**config.mk**
```make
export PLATFORM = sky130hd
export DESIGN_NAME = axi_stream_extract_header_flat
export DESIGN_NICKNAME = d
export VERILOG_FILES = /design/src/rtl/axi_stream_pkg.sv /design/src/rtl/axi_stream_extract_header_if.sv /design/src/rtl/axi_stream_extract_header.sv /design/src/flat_wrapper.sv
export SDC_FILE = /design/constraint.sdc
export NUM_CORES = 1
export LEC_CHECK = 0
export CAP_MARGIN = 20
export CORE_MARGIN = 4
export CORE_UTILIZATION = 57
export DETAILED_ROUTE_END_ITERATION = 10
export PLACE_DENSITY = 0.84
export SLEW_MARGIN = 10
export SYNTH_ARGS = -nofsm -noshare
export SYNTH_HDL_FRONTEND = slang
export SYNTH_SLANG_ARGS = --single-unit
```
**constraint.sdc**
```tcl
create_clock -name clk -period 13.05 [get_ports clk]
set_input_delay 2.61 -clock clk [delete_from_list [all_inputs] [get_ports clk]]
set_output_delay 2.61 -clock clk [all_outputs]
set_load 0.05 [all_outputs]
```
**src/rtl/axi_stream_pkg.sv**
```systemverilog
// Shared types and byte-count helpers for the AXI-Stream header stages.
// Helpers work on a fixed maximum lane count; callers size-cast to their own width.
package axi_stream_pkg;

  localparam int MAX_BYTES = 128;
  localparam int IDX_WD    = $clog2(MAX_BYTES);

  typedef enum logic [1:0] {
    IDLE  = 2'd0,
    BODY  = 2'd1,
    FLUSH = 2'd2
  } state_e;

  // MSB-aligned thermometer: for nbytes lanes, bit nbytes-1 is byte 0.
  function automatic logic [MAX_BYTES-1:0] cnt_to_keep(input int cnt, input int nbytes);
    logic [MAX_BYTES-1:0] keep;
    keep = '0;
    for (int i = 0; i < MAX_BYTES; i++) begin
      if (i < nbytes && i < cnt) keep[IDX_WD'(nbytes - 1 - i)] = 1'b1;
    end
    return keep;
  endfunction

  function automatic int keep_to_count(input logic [MAX_BYTES-1:0] keep);
    int cnt;
    cnt = 0;
    for (int i = 0; i < MAX_BYTES; i++) begin
      if (keep[i]) cnt++;
    end
    return cnt;
  endfunction

  function automatic int clamp_strip(input int len, input int nbytes);
    return (len > nbytes) ? nbytes : len;
  endfunction

endpackage

```
**src/rtl/axi_stream_extract_header_if.sv**
```systemverilog
// Bundles the input stream, strip-count, header and payload handshakes of the
// header-extraction stage; slave is the DUT side, master the driving side.
interface axi_stream_extract_header_if #(
  parameter int DATA_WD      = 32,
  parameter int DATA_BYTE_WD = DATA_WD / 8,
  parameter int BYTE_CNT_WD  = $clog2(DATA_BYTE_WD)
);

  logic                    valid_in;
  logic                    ready_in;
  logic [DATA_WD-1:0]      data_in;
  logic [DATA_BYTE_WD-1:0] keep_in;
  logic                    last_in;

  logic                    valid_strip;
  logic                    ready_strip;
  logic [BYTE_CNT_WD:0]    strip_len;

  logic                    valid_hdr;
  logic                    ready_hdr;
  logic [DATA_WD-1:0]      data_hdr;
  logic [DATA_BYTE_WD-1:0] keep_hdr;

  logic                    valid_out;
  logic                    ready_out;
  logic [DATA_WD-1:0]      data_out;
  logic [DATA_BYTE_WD-1:0] keep_out;
  logic                    last_out;
  logic                    empty_pkt;

  modport slave (
    input  valid_in, data_in, keep_in, last_in, valid_strip, strip_len, ready_hdr, ready_out,
    output ready_in, ready_strip, valid_hdr, data_hdr, keep_hdr,
           valid_out, data_out, keep_out, last_out, empty_pkt
  );

  modport master (
    output valid_in, data_in, keep_in, last_in, valid_strip, strip_len, ready_hdr, ready_out,
    input  ready_in, ready_strip, valid_hdr, data_hdr, keep_hdr,
           valid_out, data_out, keep_out, last_out, empty_pkt
  );

endinterface

```
**src/rtl/axi_stream_extract_header.sv**
```systemverilog
// Strips a per-packet count of leading bytes into a header beat and re-aligns
// the remaining payload so its first byte lands in the MSB lane.
module axi_stream_extract_header
  import axi_stream_pkg::*;
#(
  parameter int DATA_WD      = 32,
  parameter int DATA_BYTE_WD = DATA_WD / 8,
  parameter int BYTE_CNT_WD  = $clog2(DATA_BYTE_WD)
) (
  input logic                         clk,
  input logic                         rst_n,
  axi_stream_extract_header_if.slave  bus
);

  localparam int            CW       = BYTE_CNT_WD + 1;
  localparam logic [CW-1:0] FULL_CNT = CW'(DATA_BYTE_WD);

  function automatic logic [DATA_WD-1:0] lane_mask(input logic [DATA_BYTE_WD-1:0] keep);
    logic [DATA_WD-1:0] mask;
    for (int i = 0; i < DATA_BYTE_WD; i++) mask[i*8 +: 8] = {8{keep[i]}};
    return mask;
  endfunction

  function automatic logic [DATA_BYTE_WD-1:0] keep_of(input logic [CW-1:0] cnt);
    return DATA_BYTE_WD'(cnt_to_keep(int'(cnt), DATA_BYTE_WD));
  endfunction

  state_e                  r_state;
  logic [CW-1:0]           r_s;
  logic [CW-1:0]           r_flush_cnt;
  logic [DATA_WD-1:0]      r_res;
  logic                    r_valid_hdr;
  logic [DATA_WD-1:0]      r_data_hdr;
  logic [DATA_BYTE_WD-1:0] r_keep_hdr;
  logic                    r_valid_out;
  logic [DATA_WD-1:0]      r_data_out;
  logic [DATA_BYTE_WD-1:0] r_keep_out;
  logic                    r_last_out;
  logic                    r_empty_pkt;

  logic                    w_hdr_free;
  logic                    w_out_free;
  logic                    w_ready_in;
  logic                    w_accept;
  logic [CW-1:0]           w_in_cnt;
  logic [CW-1:0]           w_s_new;
  logic [CW-1:0]           w_s_cur;
  logic [CW-1:0]           w_r_cnt;
  logic [CW-1:0]           w_hdr_cnt;
  logic [CW-1:0]           w_tail_cnt;
  logic [DATA_WD-1:0]      w_din;
  logic [DATA_WD-1:0]      w_shl;
  logic [DATA_WD-1:0]      w_merge;
  state_e                  w_nxt_state;
  logic                    w_ld_out;
  logic [DATA_WD-1:0]      w_ld_data;
  logic [CW-1:0]           w_ld_cnt;
  logic [DATA_BYTE_WD-1:0] w_ld_keep;
  logic                    w_ld_last;
  logic                    w_ld_res;
  logic                    w_ld_hdr;
  logic                    w_ld_empty;

  always_comb begin
    w_hdr_free = !r_valid_hdr || bus.ready_hdr;
    w_out_free = !r_valid_out || bus.ready_out;
    // NOTE: every combinational output is given a default first so no latch is inferred.
    w_ready_in = 1'b0;
    case (r_state)
      IDLE:    w_ready_in = bus.valid_strip && w_hdr_free && w_out_free;
      BODY:    w_ready_in = w_out_free;
      default: w_ready_in = 1'b0;
    endcase
    w_accept   = bus.valid_in && w_ready_in;

    w_in_cnt   = CW'(keep_to_count(MAX_BYTES'(bus.keep_in)));
    w_s_new    = CW'(clamp_strip(int'(bus.strip_len), DATA_BYTE_WD));
    w_s_cur    = (r_state == IDLE) ? w_s_new : r_s;
    w_r_cnt    = FULL_CNT - r_s;
    w_hdr_cnt  = (w_in_cnt < w_s_new) ? w_in_cnt : w_s_new;
    w_tail_cnt = w_in_cnt - w_s_cur;

    // Residual is kept MSB-aligned; merging drops the current beat in behind it.
    w_din      = bus.data_in & lane_mask(bus.keep_in);
    w_shl      = w_din << {w_s_cur, 3'b000};
    w_merge    = r_res | (w_din >> {w_r_cnt, 3'b000});

    w_nxt_state = r_state;
    w_ld_out    = 1'b0;
    w_ld_data   = w_merge;
    w_ld_cnt    = FULL_CNT;
    w_ld_last   = 1'b0;
    w_ld_res    = 1'b0;
    w_ld_hdr    = 1'b0;
    w_ld_empty  = 1'b0;
    case (r_state)
      IDLE: if (w_accept) begin
        w_ld_hdr = (w_s_new != '0);
        if (!bus.last_in) begin
          w_ld_res    = 1'b1;
          w_nxt_state = BODY;
        end else if (w_in_cnt <= w_s_new) begin
          w_ld_empty  = 1'b1;
        end else begin
          w_ld_out    = 1'b1;
          w_ld_data   = w_shl;
          w_ld_cnt    = w_tail_cnt;
          w_ld_last   = 1'b1;
        end
      end
      BODY: if (w_accept) begin
        w_ld_res = 1'b1;
        w_ld_out = 1'b1;
        if (bus.last_in) begin
          if (w_in_cnt <= r_s) begin
            w_ld_cnt    = w_r_cnt + w_in_cnt;
            w_ld_last   = 1'b1;
            w_nxt_state = IDLE;
          end else begin
            w_nxt_state = FLUSH;
          end
        end
      end
      FLUSH: if (w_out_free) begin
        w_ld_out    = 1'b1;
        w_ld_data   = r_res;
        w_ld_cnt    = r_flush_cnt;
        w_ld_last   = 1'b1;
        w_nxt_state = IDLE;
      end
      default: w_nxt_state = IDLE;
    endcase
    w_ld_keep = keep_of(w_ld_cnt);
  end

  // NOTE: sequential state uses non-blocking assignments only, so every register sees pre-edge values.
  always_ff @(posedge clk) begin
    if (!rst_n) begin
      // NOTE: data/keep and residual registers are reset as well so outputs read zero out of reset.
      r_state     <= IDLE;
      r_s         <= '0;
      r_flush_cnt <= '0;
      r_res       <= '0;
      r_valid_hdr <= 1'b0;
      r_data_hdr  <= '0;
      r_keep_hdr  <= '0;
      r_valid_out <= 1'b0;
      r_data_out  <= '0;
      r_keep_out  <= '0;
      r_last_out  <= 1'b0;
      r_empty_pkt <= 1'b0;
    end else begin
      r_state     <= w_nxt_state;
      r_empty_pkt <= w_ld_empty;
      if (w_accept && r_state == IDLE) r_s <= w_s_new;
      if (w_ld_res) begin
        r_res       <= w_shl;
        r_flush_cnt <= w_tail_cnt;
      end
      if (w_ld_hdr) begin
        r_valid_hdr <= 1'b1;
        r_data_hdr  <= w_din & lane_mask(keep_of(w_hdr_cnt));
        r_keep_hdr  <= keep_of(w_hdr_cnt);
      end else if (bus.ready_hdr) begin
        r_valid_hdr <= 1'b0;
      end
      if (w_ld_out) begin
        r_valid_out <= 1'b1;
        r_data_out  <= w_ld_data & lane_mask(w_ld_keep);
        r_keep_out  <= w_ld_keep;
        r_last_out  <= w_ld_last;
      end else if (bus.ready_out) begin
        r_valid_out <= 1'b0;
      end
    end
  end

  assign bus.ready_in    = w_ready_in;
  assign bus.ready_strip = w_accept && (r_state == IDLE);
  assign bus.valid_hdr   = r_valid_hdr;
  assign bus.data_hdr    = r_data_hdr;
  assign bus.keep_hdr    = r_keep_hdr;
  assign bus.valid_out   = r_valid_out;
  assign bus.data_out    = r_data_out;
  assign bus.keep_out    = r_keep_out;
  assign bus.last_out    = r_last_out;
  assign bus.empty_pkt   = r_empty_pkt;

endmodule

```
**src/flat_wrapper.sv**
```systemverilog
// flat-port wrapper written by rule: the top's interface ports become plain ports
module axi_stream_extract_header_flat import axi_stream_pkg::*;
#(
  parameter int DATA_WD      = 32,
  parameter int DATA_BYTE_WD = DATA_WD / 8,
  parameter int BYTE_CNT_WD  = $clog2(DATA_BYTE_WD)
)
  (clk, rst_n, bus_valid_in, bus_data_in, bus_keep_in, bus_last_in, bus_valid_strip, bus_strip_len, bus_ready_hdr, bus_ready_out, bus_ready_in, bus_ready_strip, bus_valid_hdr, bus_data_hdr, bus_keep_hdr, bus_valid_out, bus_data_out, bus_keep_out, bus_last_out, bus_empty_pkt);
  axi_stream_extract_header_if #(.DATA_WD(DATA_WD), .DATA_BYTE_WD(DATA_BYTE_WD), .BYTE_CNT_WD(BYTE_CNT_WD)) bus_i ();
  input logic clk;
  input logic rst_n;
  input wire logic [$bits(bus_i.valid_in)-1:0] bus_valid_in;
  input wire logic [$bits(bus_i.data_in)-1:0] bus_data_in;
  input wire logic [$bits(bus_i.keep_in)-1:0] bus_keep_in;
  input wire logic [$bits(bus_i.last_in)-1:0] bus_last_in;
  input wire logic [$bits(bus_i.valid_strip)-1:0] bus_valid_strip;
  input wire logic [$bits(bus_i.strip_len)-1:0] bus_strip_len;
  input wire logic [$bits(bus_i.ready_hdr)-1:0] bus_ready_hdr;
  input wire logic [$bits(bus_i.ready_out)-1:0] bus_ready_out;
  output wire logic [$bits(bus_i.ready_in)-1:0] bus_ready_in;
  output wire logic [$bits(bus_i.ready_strip)-1:0] bus_ready_strip;
  output wire logic [$bits(bus_i.valid_hdr)-1:0] bus_valid_hdr;
  output wire logic [$bits(bus_i.data_hdr)-1:0] bus_data_hdr;
  output wire logic [$bits(bus_i.keep_hdr)-1:0] bus_keep_hdr;
  output wire logic [$bits(bus_i.valid_out)-1:0] bus_valid_out;
  output wire logic [$bits(bus_i.data_out)-1:0] bus_data_out;
  output wire logic [$bits(bus_i.keep_out)-1:0] bus_keep_out;
  output wire logic [$bits(bus_i.last_out)-1:0] bus_last_out;
  output wire logic [$bits(bus_i.empty_pkt)-1:0] bus_empty_pkt;
  assign bus_i.valid_in = bus_valid_in;
  assign bus_i.data_in = bus_data_in;
  assign bus_i.keep_in = bus_keep_in;
  assign bus_i.last_in = bus_last_in;
  assign bus_i.valid_strip = bus_valid_strip;
  assign bus_i.strip_len = bus_strip_len;
  assign bus_i.ready_hdr = bus_ready_hdr;
  assign bus_i.ready_out = bus_ready_out;
  assign bus_ready_in = bus_i.ready_in;
  assign bus_ready_strip = bus_i.ready_strip;
  assign bus_valid_hdr = bus_i.valid_hdr;
  assign bus_data_hdr = bus_i.data_hdr;
  assign bus_keep_hdr = bus_i.keep_hdr;
  assign bus_valid_out = bus_i.valid_out;
  assign bus_data_out = bus_i.data_out;
  assign bus_keep_out = bus_i.keep_out;
  assign bus_last_out = bus_i.last_out;
  assign bus_empty_pkt = bus_i.empty_pkt;
  axi_stream_extract_header #(.DATA_WD(DATA_WD), .DATA_BYTE_WD(DATA_BYTE_WD), .BYTE_CNT_WD(BYTE_CNT_WD)) u_core (.clk(clk), .rst_n(rst_n), .bus(bus_i));
endmodule
```
==> results of run 1 <==
==> cells by family (layout without fill, tap and decap cells) <==
logic type / Yosys count / count (layout) / share of synthesized area (%)
DFF: 116 / 116 / 35.9
adders and majority gates: 16 / 16 / 3.21
muxes: 13 / 13 / 2.18
xor gates and xnor gates: 10 / 10 / 1.86
AOI/OAI and AO/OA: 278 / 278 / 29.2
and+or+nand+nor: 316 / 316 / 22.4
buffers and inverters: 85 / 183 / 5.28
==> worst max-delay path: stages <==
cell,delay [ns]
clkdlybuf4s50_1,0.48
nand2b_1,0.26
nand2_1,0.20
nor2_1,0.49
clkdlybuf4s50_1,0.93
==> cells in the mapped netlist, types with 21 or more instances <==
cell type,instances,area [um^2]
nor2_1,94,353
clkbuf_1,47,176
a211oi_1,25,188
o22ai_1,24,150
a31oi_1,23,144
dfxtp_1,116,2320
nand2_1,119,447
a21oi_1,59,295
nand3_1,22,110
o21ai_0,50,250
nor3_1,27,135
o21ai_1,21,105
==> flip-flops by register name, summed over array words and instances, names as in the netlist <==
name / count
u_core.bus.data_hdr: 32
u_core.bus.data_out: 32
u_core.bus.empty_pkt: 1
u_core.bus.keep_hdr: 4
u_core.bus.keep_out: 4
u_core.bus.last_out: 1
u_core.bus.valid_hdr: 1
u_core.bus.valid_out: 1
u_core.r_flush_cnt: 3
u_core.r_res: 32
u_core.r_s: 3
u_core.r_state: 2
==> stage by stage <==
stage          util [%]  setup slack [ns]  total power [uW]  std cells
3_5_place_dp       70.2              5.38               632       1040
3_3_place_gp       70.2              5.53               625       1040
4_1_cts            76.0              5.52              1130       1071
2_1_floorplan         -              6.57               551        834
6_report           76.1              5.47              1140       1072
5_1_grt            76.1              5.43              1170       1072
==> power groups by stage <==
stage / clock network [uW] / registers, uW / logic [uW]
floorplan: 0 / 411 / 140
global placement: 0 / 386 / 239
detailed placement: 0 / 386 / 246
CTS: 505 / 379 / 247
global route: 519 / 381 / 269
finish: 505 / 380 / 253
==> per-layer routing <==
metal,track usage [%],vias to the layer above,routed length [um]
met4,16.5,0,816
met1,44.4,3336,9010
met3,8.99,73,2600
li1,-,3202,-
met2,55.1,487,10500
met5,0,-,0
==> area by class of cell <==
| class | instances | area, um^2 |
|---|---|---|
| multi-input combinational | 633 | 3830 |
| sequential | 116 | 2320 |
| inverter | 17 | 63.8 |
| tap | 140 | 175 |
| timing repair buffer | 135 | 1320 |
| clock buffer | 23 | 488 |
| clock inverter | 8 | 148 |
| fill | 787 | 2630 |
==> worst paths after layout <==
kind,slack [ns],startpoint,endpoint,cells after the start
worst min register to register,0.44,u_core.bus.data_out[23],u_core.bus.data_out[23],2
worst max register to register,9.03,u_core.r_s[0],u_core.bus.data_out[29],9
worst max-delay path,5.47,bus_ready_out,bus_ready_strip,5
worst min-delay path,0.44,u_core.bus.data_out[23],u_core.bus.data_out[23],2
==> summary.md, run 1 <==
| Metric | Value |
|---|---|
| Clock power frac | around 44% |
| Htree depth | 4 |
| Worst EP required | approximately 10 ns |
| Register area share after synthesis | 35.9% |
| Tmin final | 7.58 ns |
| Synth Cell Area | approximately 6500 um^2 |
| Total GRT Usage | between 30% and 40% |
| Endpoints failing hold | 0 |
| Outcome | finished clean |
| Pint | 792 uW |
| # Post-CTS Setup Buffers | 0 |
| Synth Flop Type | dfxtp_1 |
| Setup violations, final | 0 |
| Period utilisation layout | just under 60% |
| Commonest non-fill, non-tap cell in the layout | clkdlybuf4s50_1 |
| Ant diodes | 0 |
| Post-Place Cell Area | about 7700 um^2 |
| Total Nets Final | a little under 1000 |
| Switching Share | roughly 30% |
| IO Count | roughly 120 |
| Synth-to-Final Area Change | 29.1% |
| Syn_area_per_cell | between 7 and 8 um^2 |
| Crit path DAT | between 4 and 5 ns |
| Fmax achieved | roughly 0.13 GHz |
| P_leak | between 0.002 and 0.003 uW |
| CTS tree | done |
| Final HPWL DP | about 16000 um |
| Most frequent cells in the layout | clkdlybuf4s50_1, nand2_1, dfxtp_1 |
| GP Congestion | roughly 0.96 |
| Combinational power share | between 20% and 30% |
| Number of synthesized flops with an enable pin | 0 |
| Drt wl/cell | between 20 and 25 um |
| Core ar. | about 11000 um^2 |
| Relative slew slack | a little over a quarter |
| DRT antenna net count | 0 |
| Via-to-Cell Ratio | 6.62 |
| Slew @ Worst Pin | ~1.1 ns |
| Syn Inst Count | roughly 830 |
| Max-cap viol count | 0 |
| Initial antenna violation count | 0 |
| Design Area, Final | between 8000 and 9000 um^2 |
| TritonCTS buffer count | 17 |
| Startpoint Class | primary input |
| Largest net degree at the start of global routing | between 70 and 80 |
| Crit Path Class | primary input to output pin |
| Maximum vdd drop | about 0.11 mV |
| Via count | 7098 |
| Max FO, Critical Path | 8 |
| Die extent in y | around 110 um |
| Flop pwr share | between 30% and 40% |
| Clock Tree Buf Depth | 2 |
| Clk slew on worst S/H paths | about 0.050 ns |
| CTS Root Buffer Type | clkbuf_16 |
| Chip width | between 100 and 150 um |
| Post-cts gate resize count | 0 |
| Synth Net Count | between 800 and 900 |
| Die area | 13100 um^2 |
| Syn. warnings | 0 |
| Synthesized flop and latch total | between 100 and 150 |
| Worst clock skew | between 0.005 and 0.006 ns |
| Layout cells sized above 1 | a little under 9% |
| Slew Limit Fails | 0 |
| CP Capture Type | output pin |
| RSZ-0062 raised after global routing | no |
| Power Density | between 100 and 150 nW/um^2 |
| Port Buf Inserts | 123 |
| Net switching power | approximately 350 uW |
| First-pass GRT wire length | about 35000 um |
| 1st-pass router iterations | 7 |
| Async SR Flop Fraction | 0% |
| Hold buffer count at cts | 0 |
| Detailed Route WL | ~23000 um |
| Starting Density | about 60% |
| Synth cell types | 70 |
| Total grt overflow | 0 |
| Setup TNS | 0 ns |
| Worst-Skew Late Latency | 0.43 ns |
| FP Rows | 38 |
| Sink Count | 116 |
| Worst hold slack | 0.444 ns |
| Min-Delay Path Class | flip-flop to flip-flop |
| DR DRC count | 0 |
| DR iter-0 viols | 929 |
| Vias in the first global route | 6644 |
(Power assumes the default switching activity.)
==> inputs of run 2 (changes only) <==
Settings changed: CORE_UTILIZATION 57 to 53, PLACE_DENSITY 0.84 to 0.78.
Clock period 13.05 ns to 7.4 ns, I/O delays scaled along.
==> run 2 against run 1 <==
  * Register-to-register slack worse by 5.5 ns
  * Hold slack improved by 0.0055 ns
  * Via count fell by 0.82%
  * Critical path type is now primary input to flip-flop
  * Sequential share of layout area increased by 0.067 points
  * Clock skew increased by 0.0025 ns
  * Flip-flop and latch count stayed put
  * Cell count rose by 0.65%
  * Highest routed layer unchanged
  * Critical endpoint is now u_core.bus.data_out[29]
  * Core utilization fell by 6.4 points
==> summary.md, run 2 (synthesis results as in run 1) <==
| Metric | Value |
|---|---|
| FP Rows | 40 |
| Min-Delay Path Class | flip-flop to flip-flop |
| Most frequent CP cell | ha_1 |
| Total Nets Final | just under 1000 |
| Post-cts gate resize count | 0 |
| CTS Root Buffer Type | clkbuf_16 |
| Setup TNS | 0 ns |
| Most frequent cells in the layout | clkdlybuf4s50_1, nand2_1, dfxtp_1 |
| Critical R2R Launch | u_core.r_s[0] |
| Critical path depth | 16 |
| Worst EP required | ~7.7 ns |
| Worst-Skew Late Latency | between 0.4 and 0.5 ns |
| Max-cap viol count | 0 |
| Max FO, Critical Path | slightly below 60 |
| Commonest non-fill, non-tap cell in the layout | clkdlybuf4s50_1 |
| Final HPWL DP | between 15000 and 20000 um |
| Period utilisation layout | 82.4% |
| Max stage delay on crit path | roughly 0.85 ns |
| Core ar. | 12000 um^2 |
| IO Count | between 100 and 150 |
| Critical R2R Capture | u_core.bus.data_out[29] |
| DRT antenna net count | 0 |
| Final worst slack | around 1.3 ns |
| Clock Tree Buf Depth | 2 |
| Total grt overflow | 0 |
| Starting Density | ~54% |
| Layout cells sized above 1 | a little under a tenth |
| Power Density | 235 nW/um^2 |
| Worst r2r path cells | 10 |
| Startpoint Class | primary input |
| Total GRT Usage | 31.9% |
| DR iter-0 viols | about 1200 |
| P_leak | roughly 0.0030 uW |
| Initial antenna violation count | 0 |
| Outcome | finished clean |
| DR DRC count | 0 |
| Detailed Route WL | 22900 um |
| Setup Slack @ Placement | approximately 0.96 ns |
| Hold Path Stages | 2 |
| Non-Filler Instances | ~1100 |
| GP Congestion | around 0.96 |
| TritonCTS buffer count | 17 |
| Placed cell count | roughly 1000 |
| Crit path cell chain | clkdlybuf4s50_1 > inv_1 > ha_1 > xor2_1 > ha_1 > nor2b_1 > a31oi_1 > ha_1 > nor3b_1 > o31ai_2 > nor3_4 > buf_4 > a22oi_1 > o211ai_2 > nor3_4 > a211oi_2 |
| Slew @ Worst Pin | ~1.1 ns |
| Endpoints failing hold | 0 |
| Largest net degree at the start of global routing | 60 |
| Chip width | around 120 um |
| Maximum vdd drop | about 0.15 mV |
| Slew Limit Fails | 0 |
| Flop-to-flop setup slack | 3.57 ns |
| CP Capture Type | flip-flop |
| Crit Path Class | primary input to flip-flop |
| Htree depth | 4 |
| Relative slew slack | 27.0% |
| Via count | about 7000 |
| Synth-to-Final Area Change | 28.8% |
| Setup violations, final | 0 |
| Fillers | around 950 |
| First-pass GRT wire length | roughly 35000 um |
| Worst setup path startpoint | bus_keep_in[0] |
| Die extent in y | ~120 um |
| Family with the most delay on the worst path | compound AO/OA/AOI/OAI gates |
| 1st-pass router iterations | 6 |
| Slowest CP cell | clkdlybuf4s50_1 |
| Termination of the worst setup path | u_core.bus.data_out[29] |
| CTS tree | done |
| Tmin final | 6.09 ns |
| Fmax achieved | ~0.16 GHz |
| Via-to-Cell Ratio | ~6.5 |
| Hold buffer count at cts | 0 |
| Vias in the first global route | between 6000 and 7000 |
| # Post-CTS Setup Buffers | 0 |
| Drt wl/cell | about 21 um |
| Ant diodes | 0 |
| Port Buf Inserts | ~120 |
| Crit path DAT | 6.35 ns |
| Hold Startpoint | u_core.bus.data_out[10] |
| Worst hold slack | around 0.45 ns |
| Clk slew on worst S/H paths | 0.05 ns |
| Worst clock skew | slightly above 0.008 ns |
| Sink Count | between 100 and 150 |
| Die area | 14000 um^2 |
| RSZ-0062 raised after global routing | no |
| CP Buf/Inv Count | 3 |
-- run 2: stage by stage --
stage	power (uW)	utilization (%)	area (um^2)
finish	1960	69.7	8330
CTS	1950	69.6	8330
global placement	1100	64.6	7730
detailed placement	1110	64.6	7730
global route	2020	69.7	8330
floorplan	971	-	6470
-- run 2: routing by layer --
metal	up-vias	GRT usage [%]	routed length [um]	part of all wire, %
li1	3213	-	-	-
met4	0	14.3	798	3.5
met5	-	0	0	0
met1	3313	42.2	9220	40
met2	454	49.3	10400	45
met3	60	7.75	2500	11
-- run 2: layout make-up --
type                    count  area, um^2  share of cell area (%)
inverters                  17        63.8                   0.766
well taps                 147         184                    2.21
repair buffers            136        1330                    15.9
clock buffers              21         470                    5.64
multi-input cells         633        3830                    46.0
flip-flops and latches    116        2320                    27.9
clock inverters             9         129                    1.55
-- run 2: worst register-to-register path, cell delays in order, from the launching register on --
cell      delay, ns
dfxtp_2        0.31
buf_4          0.43
inv_1          0.12
ha_1           1.04
xnor2_1        0.17
ha_1           0.23
a21oi_1        0.18
xor2_1         0.31
a311oi_4       0.20
nor3_4         0.55
a211oi_2       0.14
-- run 2: how the worst min path moves through the flow --
stage / to
finish: u_core.bus.data_out[10]
floorplan: u_core.r_flush_cnt[1]
global route: u_core.bus.data_out[22]
global placement: u_core.bus.data_hdr[24]
detailed placement: u_core.bus.data_out[10]
CTS: u_core.bus.data_out[10]
-- run 2: power by group --
| part | internal (uW) | leakage (uW) | switching [uW] |
|---|---|---|---|
| logic | 150 | 0.00172 | 297 |
| clock network | 550 | 0.000291 | 291 |
| registers | 650 | 0.000940 | 16.5 |
